## config.mk

```make
export PLATFORM = sky130hd
export DESIGN_NAME = keypad_unit_flat
export DESIGN_NICKNAME = d
export VERILOG_FILES = /design/src/rtl/keypad_unit_pkg.sv /design/src/rtl/keypad_unit_if.sv /design/src/rtl/keypad_scanner.sv /design/src/rtl/keypad_unit.sv /design/src/flat_wrapper.sv
export SDC_FILE = /design/constraint.sdc
export NUM_CORES = 1
export LEC_CHECK = 0
export CORE_ASPECT_RATIO = 0.6
export CORE_MARGIN = 2
export CORE_UTILIZATION = 30
export CTS_BUF_LIST = sky130_fd_sc_hd__clkbuf_4
export DETAILED_ROUTE_END_ITERATION = 12
export GPL_ROUTABILITY_DRIVEN = 0
export PLACE_DENSITY = 0.57
export SKIP_CTS_REPAIR_TIMING = 1
export SLEW_MARGIN = 5
export SYNTH_ARGS = -nofsm -noshare
export SYNTH_HDL_FRONTEND = slang
export SYNTH_SLANG_ARGS = --single-unit
```

## constraint.sdc

```tcl
create_clock -name clk -period 4.9 [get_ports clk]
set_clock_uncertainty 0.1 [all_clocks]
set_input_delay 0.98 -clock clk [delete_from_list [all_inputs] [get_ports clk]]
set_output_delay 0.98 -clock clk [all_outputs]
set_load 0.1 [all_outputs]
```

## src/rtl/keypad_unit_pkg.sv

```systemverilog
// Shared constants, scanner state encoding and helpers for the keypad unit.
// Key codes are the raw scan position row*4+col of a standard 4x4 keypad.
package keypad_unit_pkg;

  localparam int ISA_WIDTH = 32;
  localparam logic [3:0] MAX_DIGITS = 4'd9;

  localparam logic [3:0] KEY_1    = 4'd0;
  localparam logic [3:0] KEY_2    = 4'd1;
  localparam logic [3:0] KEY_3    = 4'd2;
  localparam logic [3:0] KEY_A    = 4'd3;
  localparam logic [3:0] KEY_4    = 4'd4;
  localparam logic [3:0] KEY_5    = 4'd5;
  localparam logic [3:0] KEY_6    = 4'd6;
  localparam logic [3:0] KEY_B    = 4'd7;
  localparam logic [3:0] KEY_7    = 4'd8;
  localparam logic [3:0] KEY_8    = 4'd9;
  localparam logic [3:0] KEY_9    = 4'd10;
  localparam logic [3:0] KEY_C    = 4'd11;
  localparam logic [3:0] KEY_STAR = 4'd12;
  localparam logic [3:0] KEY_0    = 4'd13;
  localparam logic [3:0] KEY_HASH = 4'd14;
  localparam logic [3:0] KEY_D    = 4'd15;

  typedef enum logic [1:0] {
    ST_SCAN     = 2'd0,
    ST_DEBOUNCE = 2'd1,
    ST_RELEASE  = 2'd2
  } scan_state_e;

  function automatic logic is_digit(input logic [3:0] code);
    logic r;
    case (code)
      KEY_0, KEY_1, KEY_2, KEY_3, KEY_4,
      KEY_5, KEY_6, KEY_7, KEY_8, KEY_9: r = 1'b1;
      default:                           r = 1'b0;
    endcase
    return r;
  endfunction

  function automatic logic [3:0] key_digit(input logic [3:0] code);
    logic [3:0] d;
    case (code)
      KEY_1:   d = 4'd1;
      KEY_2:   d = 4'd2;
      KEY_3:   d = 4'd3;
      KEY_4:   d = 4'd4;
      KEY_5:   d = 4'd5;
      KEY_6:   d = 4'd6;
      KEY_7:   d = 4'd7;
      KEY_8:   d = 4'd8;
      KEY_9:   d = 4'd9;
      default: d = 4'd0;
    endcase
    return d;
  endfunction

  // buffer*10 + digit without a general multiplier
  function automatic logic [ISA_WIDTH-1:0] append_digit(input logic [ISA_WIDTH-1:0] value,
                                                        input logic [3:0] digit);
    return (value << 3) + (value << 1) + ISA_WIDTH'(digit);
  endfunction

  function automatic logic [1:0] low_row(input logic [3:0] rows);
    logic [1:0] idx;
    if (!rows[0])      idx = 2'd0;
    else if (!rows[1]) idx = 2'd1;
    else if (!rows[2]) idx = 2'd2;
    else               idx = 2'd3;
    return idx;
  endfunction

  function automatic logic [3:0] col_drive(input logic [1:0] col);
    logic [3:0] drv;
    case (col)
      2'd0:    drv = 4'b1110;
      2'd1:    drv = 4'b1101;
      2'd2:    drv = 4'b1011;
      2'd3:    drv = 4'b0111;
      default: drv = 4'b1110;
    endcase
    return drv;
  endfunction

endpackage

```

## src/rtl/keypad_unit_if.sv

```systemverilog
// CPU-facing signals of the keypad unit: load handshake, pause control, display info.
interface keypad_unit_if;
  import keypad_unit_pkg::*;

  logic                 keypad_read_enable;
  logic                 keypad_read_complete;
  logic [ISA_WIDTH-1:0] keypad_data;
  logic                 cpu_pause;
  logic                 cpu_resume;
  logic [3:0]           key_code;
  logic [3:0]           digit_cnt;

  modport slave (
    input  keypad_read_enable,
    output keypad_read_complete, keypad_data, cpu_pause, cpu_resume, key_code, digit_cnt
  );

  modport master (
    output keypad_read_enable,
    input  keypad_read_complete, keypad_data, cpu_pause, cpu_resume, key_code, digit_cnt
  );
endinterface

```

## src/rtl/keypad_scanner.sv

```systemverilog
// Column scanner with row synchroniser and press/release debounce; emits one
// key_valid pulse per accepted press. SCAN_DIV must be at least 3.
module keypad_scanner
  import keypad_unit_pkg::*;
#(
  parameter int SCAN_DIV        = 50000,
  parameter int DEBOUNCE_CYCLES = 500000
) (
  input  logic       clk,
  input  logic       rst,
  input  logic [3:0] row_in,
  output logic [3:0] col_out,
  output logic       key_valid,
  output logic [3:0] key_code
);

  localparam int SW = $clog2(SCAN_DIV + 1);
  localparam int DW = $clog2(DEBOUNCE_CYCLES + 1);
  localparam logic [SW-1:0] SCAN_LAST   = SW'(SCAN_DIV - 1);
  // rows reflect a newly driven column only after the two synchroniser stages
  localparam logic [SW-1:0] SCAN_SETTLE = SW'(2);
  localparam logic [DW-1:0] DB_LAST     = DW'(DEBOUNCE_CYCLES - 1);

  logic [3:0]    row_meta_r, row_sync_r;
  scan_state_e   state_r, state_nxt_s;
  logic [SW-1:0] scan_cnt_r, scan_cnt_nxt_s;
  logic [DW-1:0] db_cnt_r, db_cnt_nxt_s;
  logic [1:0]    col_r, col_nxt_s;
  logic [3:0]    pat_r, pat_nxt_s;
  logic          event_s;
  logic [3:0]    event_code_s;
  logic [3:0]    col_out_r;
  logic          key_valid_r;
  logic [3:0]    key_code_r;

  // Two-flop synchroniser for the asynchronous row inputs
  always_ff @(posedge clk or posedge rst) begin
    if (rst) begin
      row_meta_r <= 4'hF;
      row_sync_r <= 4'hF;
    end else begin
      row_meta_r <= row_in;
      row_sync_r <= row_meta_r;
    end
  end

  // Next-state and counter logic for the scan/debounce/release FSM
  always_comb begin
    state_nxt_s    = state_r;
    scan_cnt_nxt_s = scan_cnt_r;
    db_cnt_nxt_s   = db_cnt_r;
    col_nxt_s      = col_r;
    pat_nxt_s      = pat_r;
    event_s        = 1'b0;
    event_code_s   = {low_row(pat_r), col_r};
    case (state_r)
      ST_SCAN: begin
        if ((scan_cnt_r >= SCAN_SETTLE) && (row_sync_r != 4'hF)) begin
          state_nxt_s  = ST_DEBOUNCE;
          pat_nxt_s    = row_sync_r;
          db_cnt_nxt_s = {DW{1'b0}};
        end else if (scan_cnt_r == SCAN_LAST) begin
          scan_cnt_nxt_s = {SW{1'b0}};
          col_nxt_s      = col_r + 2'd1;
        end else begin
          scan_cnt_nxt_s = scan_cnt_r + SW'(1);
        end
      end
      ST_DEBOUNCE: begin
        if (row_sync_r != pat_r) begin
          state_nxt_s    = ST_SCAN;
          scan_cnt_nxt_s = {SW{1'b0}};
          db_cnt_nxt_s   = {DW{1'b0}};
        end else if (db_cnt_r == DB_LAST) begin
          event_s      = 1'b1;
          state_nxt_s  = ST_RELEASE;
          db_cnt_nxt_s = {DW{1'b0}};
        end else begin
          db_cnt_nxt_s = db_cnt_r + DW'(1);
        end
      end
      ST_RELEASE: begin
        if (row_sync_r != 4'hF) begin
          db_cnt_nxt_s = {DW{1'b0}};
        end else if (db_cnt_r == DB_LAST) begin
          state_nxt_s    = ST_SCAN;
          scan_cnt_nxt_s = {SW{1'b0}};
          db_cnt_nxt_s   = {DW{1'b0}};
        end else begin
          db_cnt_nxt_s = db_cnt_r + DW'(1);
        end
      end
      default: begin
        state_nxt_s    = ST_SCAN;
        scan_cnt_nxt_s = {SW{1'b0}};
        db_cnt_nxt_s   = {DW{1'b0}};
        col_nxt_s      = 2'd0;
      end
    endcase
  end

  // FSM state, counters and registered outputs
  always_ff @(posedge clk or posedge rst) begin
    if (rst) begin
      state_r     <= ST_SCAN;
      scan_cnt_r  <= {SW{1'b0}};
      db_cnt_r    <= {DW{1'b0}};
      col_r       <= 2'd0;
      pat_r       <= 4'hF;
      col_out_r   <= 4'b1110;
      key_valid_r <= 1'b0;
      key_code_r  <= 4'd0;
    end else begin
      state_r     <= state_nxt_s;
      scan_cnt_r  <= scan_cnt_nxt_s;
      db_cnt_r    <= db_cnt_nxt_s;
      col_r       <= col_nxt_s;
      pat_r       <= pat_nxt_s;
      col_out_r   <= col_drive(col_nxt_s);
      key_valid_r <= event_s;
      if (event_s) begin
        key_code_r <= event_code_s;
      end
    end
  end

  assign col_out   = col_out_r;
  assign key_valid = key_valid_r;
  assign key_code  = key_code_r;

endmodule

```

## src/rtl/keypad_unit.sv

```systemverilog
// Keypad entry unit: decimal entry buffer, enter/clear, pause toggle.
// Optional `KEYPAD_NEGATIVE_EN adds a sign key (C) applied on enter.
module keypad_unit
  import keypad_unit_pkg::*;
#(
  parameter int SCAN_DIV        = 50000,
  parameter int DEBOUNCE_CYCLES = 500000
) (
  input  logic          clk,
  input  logic          rst,
  input  logic [3:0]    row_in,
  output logic [3:0]    col_out,
  keypad_unit_if.slave  kif
);

  logic                 key_valid_s;
  logic [3:0]           scan_code_s;
  logic [ISA_WIDTH-1:0] buf_r, buf_nxt_s, entry_value_s;
  logic [ISA_WIDTH-1:0] data_r, data_nxt_s;
  logic [3:0]           cnt_r, cnt_nxt_s;
  logic [3:0]           code_r, code_nxt_s;
  logic                 complete_r, complete_nxt_s;
  logic                 pause_r, pause_nxt_s;
  logic                 paused_r, paused_nxt_s;
  logic                 resume_r, resume_nxt_s;
`ifdef KEYPAD_NEGATIVE_EN
  logic                 sign_r, sign_nxt_s;
`endif

  keypad_scanner #(
    .SCAN_DIV        (SCAN_DIV),
    .DEBOUNCE_CYCLES (DEBOUNCE_CYCLES)
  ) u_scanner (
    .clk       (clk),
    .rst       (rst),
    .row_in    (row_in),
    .col_out   (col_out),
    .key_valid (key_valid_s),
    .key_code  (scan_code_s)
  );

  // Value delivered on enter, with the optional sign applied
  always_comb begin
`ifdef KEYPAD_NEGATIVE_EN
    if (sign_r) begin
      entry_value_s = ISA_WIDTH'(0) - buf_r;
    end else begin
      entry_value_s = buf_r;
    end
`else
    entry_value_s = buf_r;
`endif
  end

  // Key event decode into entry buffer, enter and pause actions
  always_comb begin
    buf_nxt_s      = buf_r;
    cnt_nxt_s      = cnt_r;
    data_nxt_s     = data_r;
    code_nxt_s     = code_r;
    complete_nxt_s = 1'b0;
    pause_nxt_s    = 1'b0;
    paused_nxt_s   = paused_r;
    resume_nxt_s   = resume_r;
`ifdef KEYPAD_NEGATIVE_EN
    sign_nxt_s     = sign_r;
`endif
    if (key_valid_s) begin
      code_nxt_s = scan_code_s;
      if (is_digit(scan_code_s)) begin
        if (kif.keypad_read_enable && (cnt_r < MAX_DIGITS)) begin
          buf_nxt_s = append_digit(buf_r, key_digit(scan_code_s));
          cnt_nxt_s = cnt_r + 4'd1;
        end else begin
          buf_nxt_s = buf_r;
        end
      end else begin
        case (scan_code_s)
          KEY_A: begin
            paused_nxt_s = ~paused_r;
            pause_nxt_s  = ~paused_r;
            resume_nxt_s = paused_r;
          end
          KEY_B: begin
            if (kif.keypad_read_enable) begin
              buf_nxt_s  = {ISA_WIDTH{1'b0}};
              cnt_nxt_s  = 4'd0;
`ifdef KEYPAD_NEGATIVE_EN
              sign_nxt_s = 1'b0;
`endif
            end else begin
              buf_nxt_s = buf_r;
            end
          end
          KEY_C: begin
`ifdef KEYPAD_NEGATIVE_EN
            if (kif.keypad_read_enable) begin
              sign_nxt_s = ~sign_r;
            end else begin
              sign_nxt_s = sign_r;
            end
`endif
          end
          KEY_D: begin
            if (kif.keypad_read_enable) begin
              data_nxt_s     = entry_value_s;
              complete_nxt_s = 1'b1;
              buf_nxt_s      = {ISA_WIDTH{1'b0}};
              cnt_nxt_s      = 4'd0;
`ifdef KEYPAD_NEGATIVE_EN
              sign_nxt_s     = 1'b0;
`endif
            end else begin
              data_nxt_s = data_r;
            end
          end
          default: begin
            buf_nxt_s = buf_r;
          end
        endcase
      end
    end else begin
      code_nxt_s = code_r;
    end
  end

  // Entry, pause and output registers
  always_ff @(posedge clk or posedge rst) begin
    if (rst) begin
      buf_r      <= {ISA_WIDTH{1'b0}};
      cnt_r      <= 4'd0;
      data_r     <= {ISA_WIDTH{1'b0}};
      code_r     <= 4'd0;
      complete_r <= 1'b0;
      pause_r    <= 1'b0;
      paused_r   <= 1'b0;
      resume_r   <= 1'b1;
`ifdef KEYPAD_NEGATIVE_EN
      sign_r     <= 1'b0;
`endif
    end else begin
      buf_r      <= buf_nxt_s;
      cnt_r      <= cnt_nxt_s;
      data_r     <= data_nxt_s;
      code_r     <= code_nxt_s;
      complete_r <= complete_nxt_s;
      pause_r    <= pause_nxt_s;
      paused_r   <= paused_nxt_s;
      resume_r   <= resume_nxt_s;
`ifdef KEYPAD_NEGATIVE_EN
      sign_r     <= sign_nxt_s;
`endif
    end
  end

  assign kif.keypad_read_complete = complete_r;
  assign kif.keypad_data          = data_r;
  assign kif.cpu_pause            = pause_r;
  assign kif.cpu_resume           = resume_r;
  assign kif.key_code             = code_r;
  assign kif.digit_cnt            = cnt_r;

endmodule

```

## src/flat_wrapper.sv

```systemverilog
// flat-port wrapper written by rule: the top's interface ports become plain ports
module keypad_unit_flat import keypad_unit_pkg::*;
#(
  parameter int SCAN_DIV        = 50000,
  parameter int DEBOUNCE_CYCLES = 500000
)
  (clk, rst, row_in, col_out, kif_keypad_read_enable, kif_keypad_read_complete, kif_keypad_data, kif_cpu_pause, kif_cpu_resume, kif_key_code, kif_digit_cnt);
  keypad_unit_if kif_i ();
  input  logic clk;
  input  logic rst;
  input  logic [3:0] row_in;
  output logic [3:0] col_out;
  input wire logic [$bits(kif_i.keypad_read_enable)-1:0] kif_keypad_read_enable;
  output wire logic [$bits(kif_i.keypad_read_complete)-1:0] kif_keypad_read_complete;
  output wire logic [$bits(kif_i.keypad_data)-1:0] kif_keypad_data;
  output wire logic [$bits(kif_i.cpu_pause)-1:0] kif_cpu_pause;
  output wire logic [$bits(kif_i.cpu_resume)-1:0] kif_cpu_resume;
  output wire logic [$bits(kif_i.key_code)-1:0] kif_key_code;
  output wire logic [$bits(kif_i.digit_cnt)-1:0] kif_digit_cnt;
  assign kif_i.keypad_read_enable = kif_keypad_read_enable;
  assign kif_keypad_read_complete = kif_i.keypad_read_complete;
  assign kif_keypad_data = kif_i.keypad_data;
  assign kif_cpu_pause = kif_i.cpu_pause;
  assign kif_cpu_resume = kif_i.cpu_resume;
  assign kif_key_code = kif_i.key_code;
  assign kif_digit_cnt = kif_i.digit_cnt;
  keypad_unit #(.SCAN_DIV(SCAN_DIV), .DEBOUNCE_CYCLES(DEBOUNCE_CYCLES)) u_core (.clk(clk), .rst(rst), .row_in(row_in), .col_out(col_out), .kif(kif_i));
endmodule
```

* After elaboration in Yosys (flattened, before gate mapping)
Memory sizes are Yosys's and may differ from the RTL's.
Cells that the tools add are included.
** Word-level totals
- Word-level logic and storage cells :: 109
- Memories :: 2
- Memory bits (read-only) :: 80
- Bits in writable memories :: 0
- Register bits after elaboration :: 136
- Bits in latches :: 0
** Cells by class
- Mux-type cells :: 46
- Order comparisons :: 2
- Shifts and indexed selects :: 0
- Reduce and logical (&&, ||, !) cells :: 14
- Eq/ne operators :: 19
- Divide/modulo/power cells :: 0
- Multiply operators :: 0
- Add/sub/neg operators :: 6
- Bitwise gates (word level) :: 2
** Memories
- (no name shown) :: words 16, width 4, read ports 1, clocked after Yosys merged registers in 0, write ports 0, line keypad_unit_pkg.sv:43 : case (code)
- (no name shown) :: words 16, width 1, read ports 1, clocked after Yosys merged registers in 0, write ports 0, line keypad_unit_pkg.sv:33 : case (code)
** Operators by type and width (count)
- two-way mux 32 bit :: 4
- two-way mux 16 bit :: 5
- two-way mux 19 bit :: 4
- case mux 19 bit (3 select lines) :: 1
- case mux 16 bit (3 select lines) :: 1
- adder 32 bit :: 1
- adder 32 x 4 -> 32 bit :: 1
- two-way mux 4 bit :: 7
- adder 19 x 1 -> 19 bit (second input constant) :: 1
- == test 19 bit (second input constant) :: 1
- two-way mux 2 bit :: 9
- adder 16 x 1 -> 16 bit (second input constant) :: 1
- == test 16 bit (second input constant) :: 1
- greater-or-equal comparator 16 x 2 -> 1 bit (second input constant) :: 1
- case mux 4 bit (4 select lines) :: 1
- AND reduction 4 bit :: 4
- two-way mux 1 bit :: 12
- inequality test 2 bit (second input constant) :: 6
- == test 2 bit (second input constant) :: 3
- case mux 2 bit (3 select lines) :: 1
- adder 4 x 1 -> 4 bit (second input constant) :: 1
- == test 2 x 1 -> 1 bit (second input constant) :: 2
- == test 4 x 2 -> 1 bit (second input constant) :: 1
- == test 4 x 3 -> 1 bit (second input constant) :: 1
- other kinds (14) :: 19

* Longest topological paths before layout
Gate-level depths: netlist (run 1).
- Depth after elaboration :: 8
- Mapped depth :: 15

* Cells and area by module
From an unflattened synthesis (run 1), not the netlist that was laid out.
** Unflattened totals
- Cells, all modules :: 811
- Area total of the unflattened synthesis :: 8155.3 um^2
** Modules (own cells, without submodules)
- keypad_unit :: sequential area each 1903.1 um^2, area each 5007.3 um^2, times used 1, cells an instance 494
- keypad_scanner :: sequential area each 1520.2 um^2, area each 3148.0 um^2, times used 1, cells an instance 317

* Least setup slack after synthesis (run 1)
OpenSTA, ideal clock, no wires.
- Path kind :: register -> register
- From :: reg u_core.u_scanner.key_code_r[0], in the netlist u_core.u_scanner.key_code[0]
- To :: reg u_core.buf_r[30]
- Arrival time :: 3389 ps
- Stages on the path, launching flop included :: 14
- Path buffers :: 0
- Slack :: 1285 ps
- Data required time :: 4674 ps
- Cell sequence :: dfrtp_1 -> inv_1 -> ha_1 -> nand2_1 -> fa_1 -> inv_1 -> fa_1 -> a21o_1 -> a221oi_2 -> nor3_1 -> a211o_1 -> a31oi_2 -> mux2i_1 -> a221o_1
** On the way
- Longest elaborated chain between the ends :: 7
- Elaborated cells on any way between the ends :: 16
- Classes of those cells :: add/sub: 1; eq/ne: 3; mux: 6; reduce/logical: 4; memory: 2
** RTL lines
- start: declaration :: line keypad_scanner.sv:34 : logic [3:0] key_code_r;
- start signal: assignment :: line keypad_scanner.sv:122 : key_code_r <= event_code_s;
- memory read (16 x 4 bit)
- two-way mux 4 bit :: line keypad_unit.sv:71 : if (kif.keypad_read_enable && (cnt_r < MAX_DIGITS)) begin
- two-way mux 4 bit :: line keypad_unit.sv:70 : if (is_digit(scan_code_s)) begin
- two-way mux 4 bit :: line keypad_unit.sv:68 : if (key_valid_s) begin
- adder 32 x 4 -> 32 bit :: line keypad_unit_pkg.sv:61 : return (value << 3) + (value << 1) + ISA_WIDTH'(digit);
- two-way mux 32 bit :: line keypad_unit.sv:71
- two-way mux 32 bit :: line keypad_unit.sv:70
- end signal: assignment :: line keypad_unit.sv:130 : buf_r <= {ISA_WIDTH{1'b0}};
- end signal: assignment :: line keypad_unit.sv:142 : buf_r <= buf_nxt_s;
- end: declaration :: line keypad_unit.sv:18 : logic [ISA_WIDTH-1:0] buf_r, buf_nxt_s, entry_value_s;
Several ways; a longest one is shown, not always the timed one. The select of a mux whose other input is x is not followed.
A chain may end at the register's enable or synchronous reset.

* Worst setup path in the final report (run 1)
- From :: reg u_core.u_scanner.key_code_r[3], in the netlist u_core.u_scanner.key_code[3]
- To :: reg u_core.buf_r[30]
The elaborated chain is that of the path after synthesis.

==> impl_results.md, run 1 <==
- Finished Core Util: 35.2%
- Mapped Nets: between 900 and 1,000
- Peak VDD IR: 0.000185 V
- Root Driver: clkbuf_4
- Top FF cell, synth: dfrtp_1
- Crit path kind: reg2reg
- Setup ws final: 0.875 ns
- CP Launch Type: flip-flop
- Synth top cells by count: nand2_1, dfrtp_1, o21ai_0
- Hold Fails Final Rpt: 0
- Net switching power: 867 uW
- Yosys warns: 0
- Final period utilization: between 80% and 90%
- Register area share after synthesis: roughly 42%
- Final HPWL DP: 15,500 um
- Max Buffers Root-to-Sink: 2
- WL/cell: about 17 um
- Area leader, netlist: dfrtp_1
- Sequential fraction of design power: 48.9%
- Number of max-cap violations: 0
- Clock power frac: between 30 and 40%
- Post-Synthesis Cells: between 800 and 900
- Die X-Extent: 216 um
- Worst R2R Setup Slack: between 0.8 and 0.9 ns
- Least-Margin Pin Slew: 1.02 ns
- Grt ovf: 0
- Design area: 9290 um2
- P&R area growth vs syn: 15.2%
- Share of the synthesized area in the top cell type: 37.2%
- Crit end category: flip-flop
- RSZ-0062 raised after global routing: no
- Async set or reset register ratio after synthesis: between 90% and 100%
- Port bufs: 53
- Via density: 5.15
- Power density cells: 269 nW/um2
- Switch share: roughly a third
- Largest net degree at the start of global routing: 86
- Fraction of layout cells with a size suffix above 1: between 10% and 20%
- Max Slew Vio Count: 0
- DRT iter0 DRCs: between 600 and 700
- CP Data Required Time: about 5.3 ns
- First-pass GRT wire length: 33,900 um
- Dpl cell area: about 9000 um2
- Die height: 131 um
- # IOs: 54
- Sequential Area: 3420 um2
- Hold depth: 0
- Vias in the first global route: 5,952
- Setup WS pre-CTS: between 0.9 and 1 ns
- Final #Nets: 980
- DR DRC count: 0
- Fillers: 2,685
- Routed WL: 21,100 um
- DIE AREA: 28,300 um2
- Syn Area/Cell: between 9 and 10 um2
- Post-synth EDFFs: 0
- Core box area: 26,400 um2
- #FFs+latches synth: 136
- Post-route ant nets: 0
- Crit Path Max Fanout: 10
- # rows: 46
- Worst hold slack: between 0.2 and 0.3 ns
- Lkg Pwr: ~0.0041 uW
- Setup TNS: 0 ns
- Cell with the most instances after synthesis: nand2_1
- Gr usage total: 15.3%
- Reg2Reg Depth: 13
- Largest cells by area after synthesis: dfrtp_1, ha_1, nand2_1, o21ai_0, dfstp_2
- Final Setup Violations: 0
- Status: completed
- Max-slew headroom: 31.7%
- Post-route minimum period: 4.03 ns
- DR vias: 6,560
- Clock Sink Count: 136
- Distinct cell type count after synthesis: 62
- Power share of the combinational group: 18.5%
- Post-Synthesis Cell Area: 8070 um2
- Area of the multi-input gates: 4420 um2
- Hold Path Class: reg2reg
- Max Clock Freq: 248 MHz
- Clock Latency Late Sink: 0.58 ns
- Initial antenna violation count: 1
- Arrival time at the worst endpoint: 4.39 ns
- CTS H-Tree Depth: 4
- Cell-internal power: 1630 uW
- CTS buffer count: 17
- CTS tree: yes
- Drt pass-1 iters: 5
- Reg clk slew, reported paths: about 0.15 ns
- Initial core utilization: 30.5%
==> routing by layer <==
metal	wire length (um)	up-vias	track usage, %
met3	1360	11	3.75
met5	0	-	0
met1	11900	3183	25.5
met2	7650	184	18.7
met4	169	0	3.57
li1	-	3182	-
==> worst paths after layout <==
check / start / endpoint
setup / recovery: u_core.u_scanner.key_code[3] / u_core.buf_r[30]
hold / removal: u_core.u_scanner.row_meta_r[3] / u_core.u_scanner.row_sync_r[3]
setup reg to reg: u_core.u_scanner.key_code[3] / u_core.buf_r[30]
hold reg to reg: u_core.u_scanner.row_meta_r[3] / u_core.u_scanner.row_sync_r[3]
max in group asynchronous: rst / u_core.kif.cpu_resume
min in group asynchronous: rst / u_core.u_scanner.db_cnt_r[1]
==> sequential cells by signal, summed over array words and instances, names as in the netlist <==
signal,count
u_core.buf_r,32
u_core.kif.cpu_pause,1
u_core.kif.cpu_resume,1
u_core.kif.digit_cnt,4
u_core.kif.key_code,4
u_core.kif.keypad_data,32
u_core.kif.keypad_read_complete,1
u_core.paused_r,1
u_core.u_scanner.col_out,4
u_core.u_scanner.col_r,2
u_core.u_scanner.db_cnt_r,19
u_core.u_scanner.key_code,4
u_core.u_scanner.key_valid,1
u_core.u_scanner.pat_r,4
u_core.u_scanner.row_meta_r,4
u_core.u_scanner.row_sync_r,4
u_core.u_scanner.scan_cnt_r,16
u_core.u_scanner.state_r,2
==> layout make-up <==
cell class	count	share of cell area, %
multi-input combinational	657	47.6
sequential	136	36.8
timing repair buffer	59	6.33
tap	360	4.85
clock inverter	14	1.72
clock buffer	18	1.45
inverter	29	1.23
antenna	1	0.0269
==> cells in the final DEF (no fill, tap or decap), types with 12 or more instances in the layout <==
cell             synthesis  final
mux2_2                  32     32
nor4_1                  12     12
o21ai_0                 89     89
nor2_1                  58     58
xor2_1                  19     19
and3_1                  13     13
ha_1                    71     71
dfrtp_1                120    120
xnor2_1                 20     20
nand3_1                 18     18
a21oi_1                 39     39
a31oi_1                 12     12
clkdlybuf4s50_1          0     53
dfstp_2                 16     16
clkbuf_4                 0     18
nand4_1                 19     19
inv_1                   29     28
o31ai_1                 16     16
nand2_1                123    123
nor3_1                  19     19
==> per-stage QoR <==
stage               total power (uW)  std cells
finish                          2500       1274
detailed placement              1700       1241
floorplan                       1570        852
global placement                1700       1241
CTS                             2520       1273
global route                    2640       1274
==> power by group through the flow <==
stage	Combinational, uW	Clock, uW	Sequential (uW)
2_1_floorplan	346	0	1230
3_3_place_gp	455	0	1240
3_5_place_dp	458	0	1240
4_1_cts	460	843	1220
5_1_grt	514	895	1230
6_report	462	816	1220
==> worst max-delay path, cell delays in order (launching register included) <==
cell	delay (ns)
dfrtp_1	0.54
inv_1	0.16
nor2_1	0.17
nand2_1	0.09
fa_1	0.47
inv_1	0.07
fa_1	0.46
a21o_1	0.22
a221oi_2	0.36
nor3_1	0.10
a211o_1	0.34
a31oi_2	0.35
mux2i_1	0.13
a221o_1	0.33
==> logic make-up (layout without fill, tap and decap cells) <==
kind of cell	after synthesis	in the layout	synth area share, %
AND/OR/NAND/NOR	300	300	17.7
AO/OA/AOI/OAI	207	207	15.9
flip-flops	136	136	42.4
adder cells (fa/ha/maj)	73	73	11.5
buffers and inverters	59	120	2.90
XOR/XNOR	39	39	4.24
multiplexers	38	38	5.34
other	0	1	0
(Power assumes the default switching activity.)
==> run 2, diff against run 1 <==
--- a/config.mk
+++ b/config.mk
@@ -11,7 +11,7 @@
 export CTS_BUF_LIST = sky130_fd_sc_hd__clkbuf_4
 export DETAILED_ROUTE_END_ITERATION = 12
 export GPL_ROUTABILITY_DRIVEN = 0
-export PLACE_DENSITY = 0.57
+export PLACE_DENSITY = 0.55
 export SKIP_CTS_REPAIR_TIMING = 1
 export SLEW_MARGIN = 5
 export SYNTH_ARGS = -nofsm -noshare
==> constraint.sdc (replaced) <==
create_clock -name clk -period 4.1 [get_ports clk]
set_clock_uncertainty 0.1 [all_clocks]
set_input_delay 0.82 -clock clk [delete_from_list [all_inputs] [get_ports clk]]
set_output_delay 0.82 -clock clk [all_outputs]
set_load 0.1 [all_outputs]
==> impl_results.md, run 2 (synthesis results as in run 1) <==
- Status: completed
- Clock Sink Count: 136 (unchanged)
- Final period utilization: 95.9% (+14 points)
- CTS H-Tree Depth: 4 (unchanged)
- Crit end category: flip-flop
- Final HPWL DP: 16,000 um (+2.8%)
- Vias in the first global route: 5,871 (-1.4%)
- Gr usage total: 15.5% (+0.14 points)
- DIE AREA: 28,300 um2 (unchanged)
- # IOs: 54 (unchanged)
- Crit path kind: reg2reg
- Commonest non-fill, non-tap cell in the layout: nand2_1
- Core box area: 26,400 um2 (unchanged)
- Design area: 9440 um2 (+1.6%)
- Root Driver: clkbuf_4
- Crit Path Max Fanout: 6 (-4)
- DR vias: 6,465 (-1.4%)
- Max Clock Freq: 254 MHz (+2.4%)
- Max Buffers Root-to-Sink: 2 (unchanged)
- Final Setup Violations: 0 (unchanged)
- Top delay family on crit path: compound AO/OA/AOI/OAI gates
- Initial antenna violation count: 1 (unchanged)
- Post-Layout Cell Count: 1,281 (+0.55%)
- Dpl cells: 1,248 (+0.56%)
- Most frequent cells in the layout: nand2_1, dfrtp_1, o21ai_0
- CTS buffer count: 17 (unchanged)
- CP Launch Type: flip-flop
- CP Data Required Time: 4.46 ns (-0.80 ns)
- DRT iter0 DRCs: 637 (-6.2%)
- Max Slew Vio Count: 0 (unchanged)
- Max-slew headroom: 28.1% (-3.6 points)
- Initial core utilization: 30.5% (unchanged)
- Hold Crit Start: u_core.u_scanner.row_meta_r[3]
- First-pass GRT wire length: 34,100 um (+0.45%)
- Die X-Extent: 216 um (unchanged)
- Power density cells: 333 nW/um2 (+24%)
- # rows: 46 (unchanged)
- DR DRC count: 0 (unchanged)
- Post-route ant nets: 0 (unchanged)
- CP max-delay cell: fa_1
- Least-Margin Pin Slew: 1.08 ns (+0.0538 ns)
- Number of max-cap violations: 0 (unchanged)
- Peak VDD IR: 0.000201 V (+8.6%)
- Via density: 5.05 (-2.0%)
- Arrival time at the worst endpoint: 4.29 ns (-0.10 ns)
- Largest net degree at the start of global routing: 53 (-38%)
- RSZ-0062 raised after global routing: no
- Drt pass-1 iters: 5 (unchanged)
- Die height: 131 um (unchanged)
- P&R area growth vs syn: 17.1%
- Fraction of layout cells with a size suffix above 1: 11.8% (+0.79 points)
- Setup TNS: 0 ns (unchanged)
- Routed WL: 21,200 um (+0.53%)
- WL/cell: 16.5 um (about the same)
- Dpl cell area: 9080 um2 (+0.99%)
- Post-route minimum period: 3.93 ns (-0.0939 ns)
- Critical path startpoint: u_core.u_scanner.key_code[0]
- Hold Path Class: reg2reg
- Grt ovf: 0 (unchanged)
- Final #Nets: 987 (+0.71%)
- CP Cell Sequence: inv_1 > ha_1 > nand2_1 > fa_1 > inv_1 > fa_1 > a21o_1 > a221oi_2 > nor3_1 > a211o_1 > a31oi_2 > mux2i_1 > a221o_1
- Slowest stage delay, CP: 0.49 ns (-0.05 ns)
- Reg clk slew, reported paths: 0.13 ns (-0.02 ns)
- Buf+Inv Stages, Crit Path: 2 (unchanged)
- Port bufs: 53 (unchanged)
- CTS tree: yes
- Clock Latency Late Sink: 0.57 ns (about the same)
- Lkg Pwr: 0.00420 uW (+1.7%)
- Reg2Reg Launch Point: u_core.u_scanner.key_code[0]
- Hold Fails Final Rpt: 0 (unchanged)
## run 2: cell count changes in the layout (fill, tap and decap cells not counted)
cell        previous run  this run
buf_12                 1         4
buf_4                  5         9
bufinv_16              2         5
clkinv_1               1         0
clkinv_2               0         1
clkinv_4               3         2
clkinvlp_4             2         4
inv_6                  6         3
inv_8                  1         0
## run 2: report_power, final
group	leakage (uW)	internal (uW)	switching, uW
combinational	0.00218	178	404
sequential	0.00184	1410	54.1
clock	0.000180	557	546
total	0.00420	2140	1000
## run 2: worst register-to-register path, cell delays in order, from the launching register on
cell	delay [ns]
dfrtp_1	0.47
inv_1	0.10
ha_1	0.31
nand2_1	0.07
fa_1	0.49
inv_1	0.07
fa_1	0.47
a21o_1	0.22
a221oi_2	0.27
nor3_1	0.09
a211o_1	0.33
a31oi_2	0.38
mux2i_1	0.14
a221o_1	0.33
## run 2: worst paths after layout
path                                                   to  slack (ns)  depth (start not counted)
setup / recovery                         u_core.buf_r[30]        0.17                         13
hold / removal             u_core.u_scanner.row_sync_r[3]        0.27                          0
setup reg to reg                         u_core.buf_r[30]        0.17                         13
hold reg to reg            u_core.u_scanner.row_sync_r[3]        0.27                          0
max in group asynchronous       u_core.u_scanner.pat_r[2]        2.40                          3
min in group asynchronous       u_core.kif.keypad_data[5]        0.69                          2
## run 2: routing by layer
metal	up-vias	GRT usage [%]	share of wire [%]
li1	3202	-	-
met1	3072	26.1	58
met2	177	17.9	35
met3	14	4.17	6.4
met4	0	3.89	1.3
met5	-	0	0
## run 2: final cells by class
type / instances / area [um2]
multi-input combinational: 657 / 4420
sequential: 136 / 3420
timing repair buffer: 66 / 678
inverter: 29 / 113
fill: 2671 / 17000
antenna: 1 / 2.50
clock inverter: 14 / 221
tap: 360 / 450
clock buffer: 18 / 135
## run 2: per-stage QoR
stage | hold slack, ns | total power (uW) | util [%] | worst slack, ns
after detailed placement | 0.251 | 2070 | 34.4 | 0.235
after CTS | 0.270 | 3190 | 35.7 | 0.216
after global placement | 0.250 | 2060 | 34.4 | 0.328
after floorplan | 0.245 | 1880 | - | 0.485
final | 0.267 | 3150 | 35.7 | 0.169
after global routing | 0.274 | 3330 | 35.7 | 0.0501
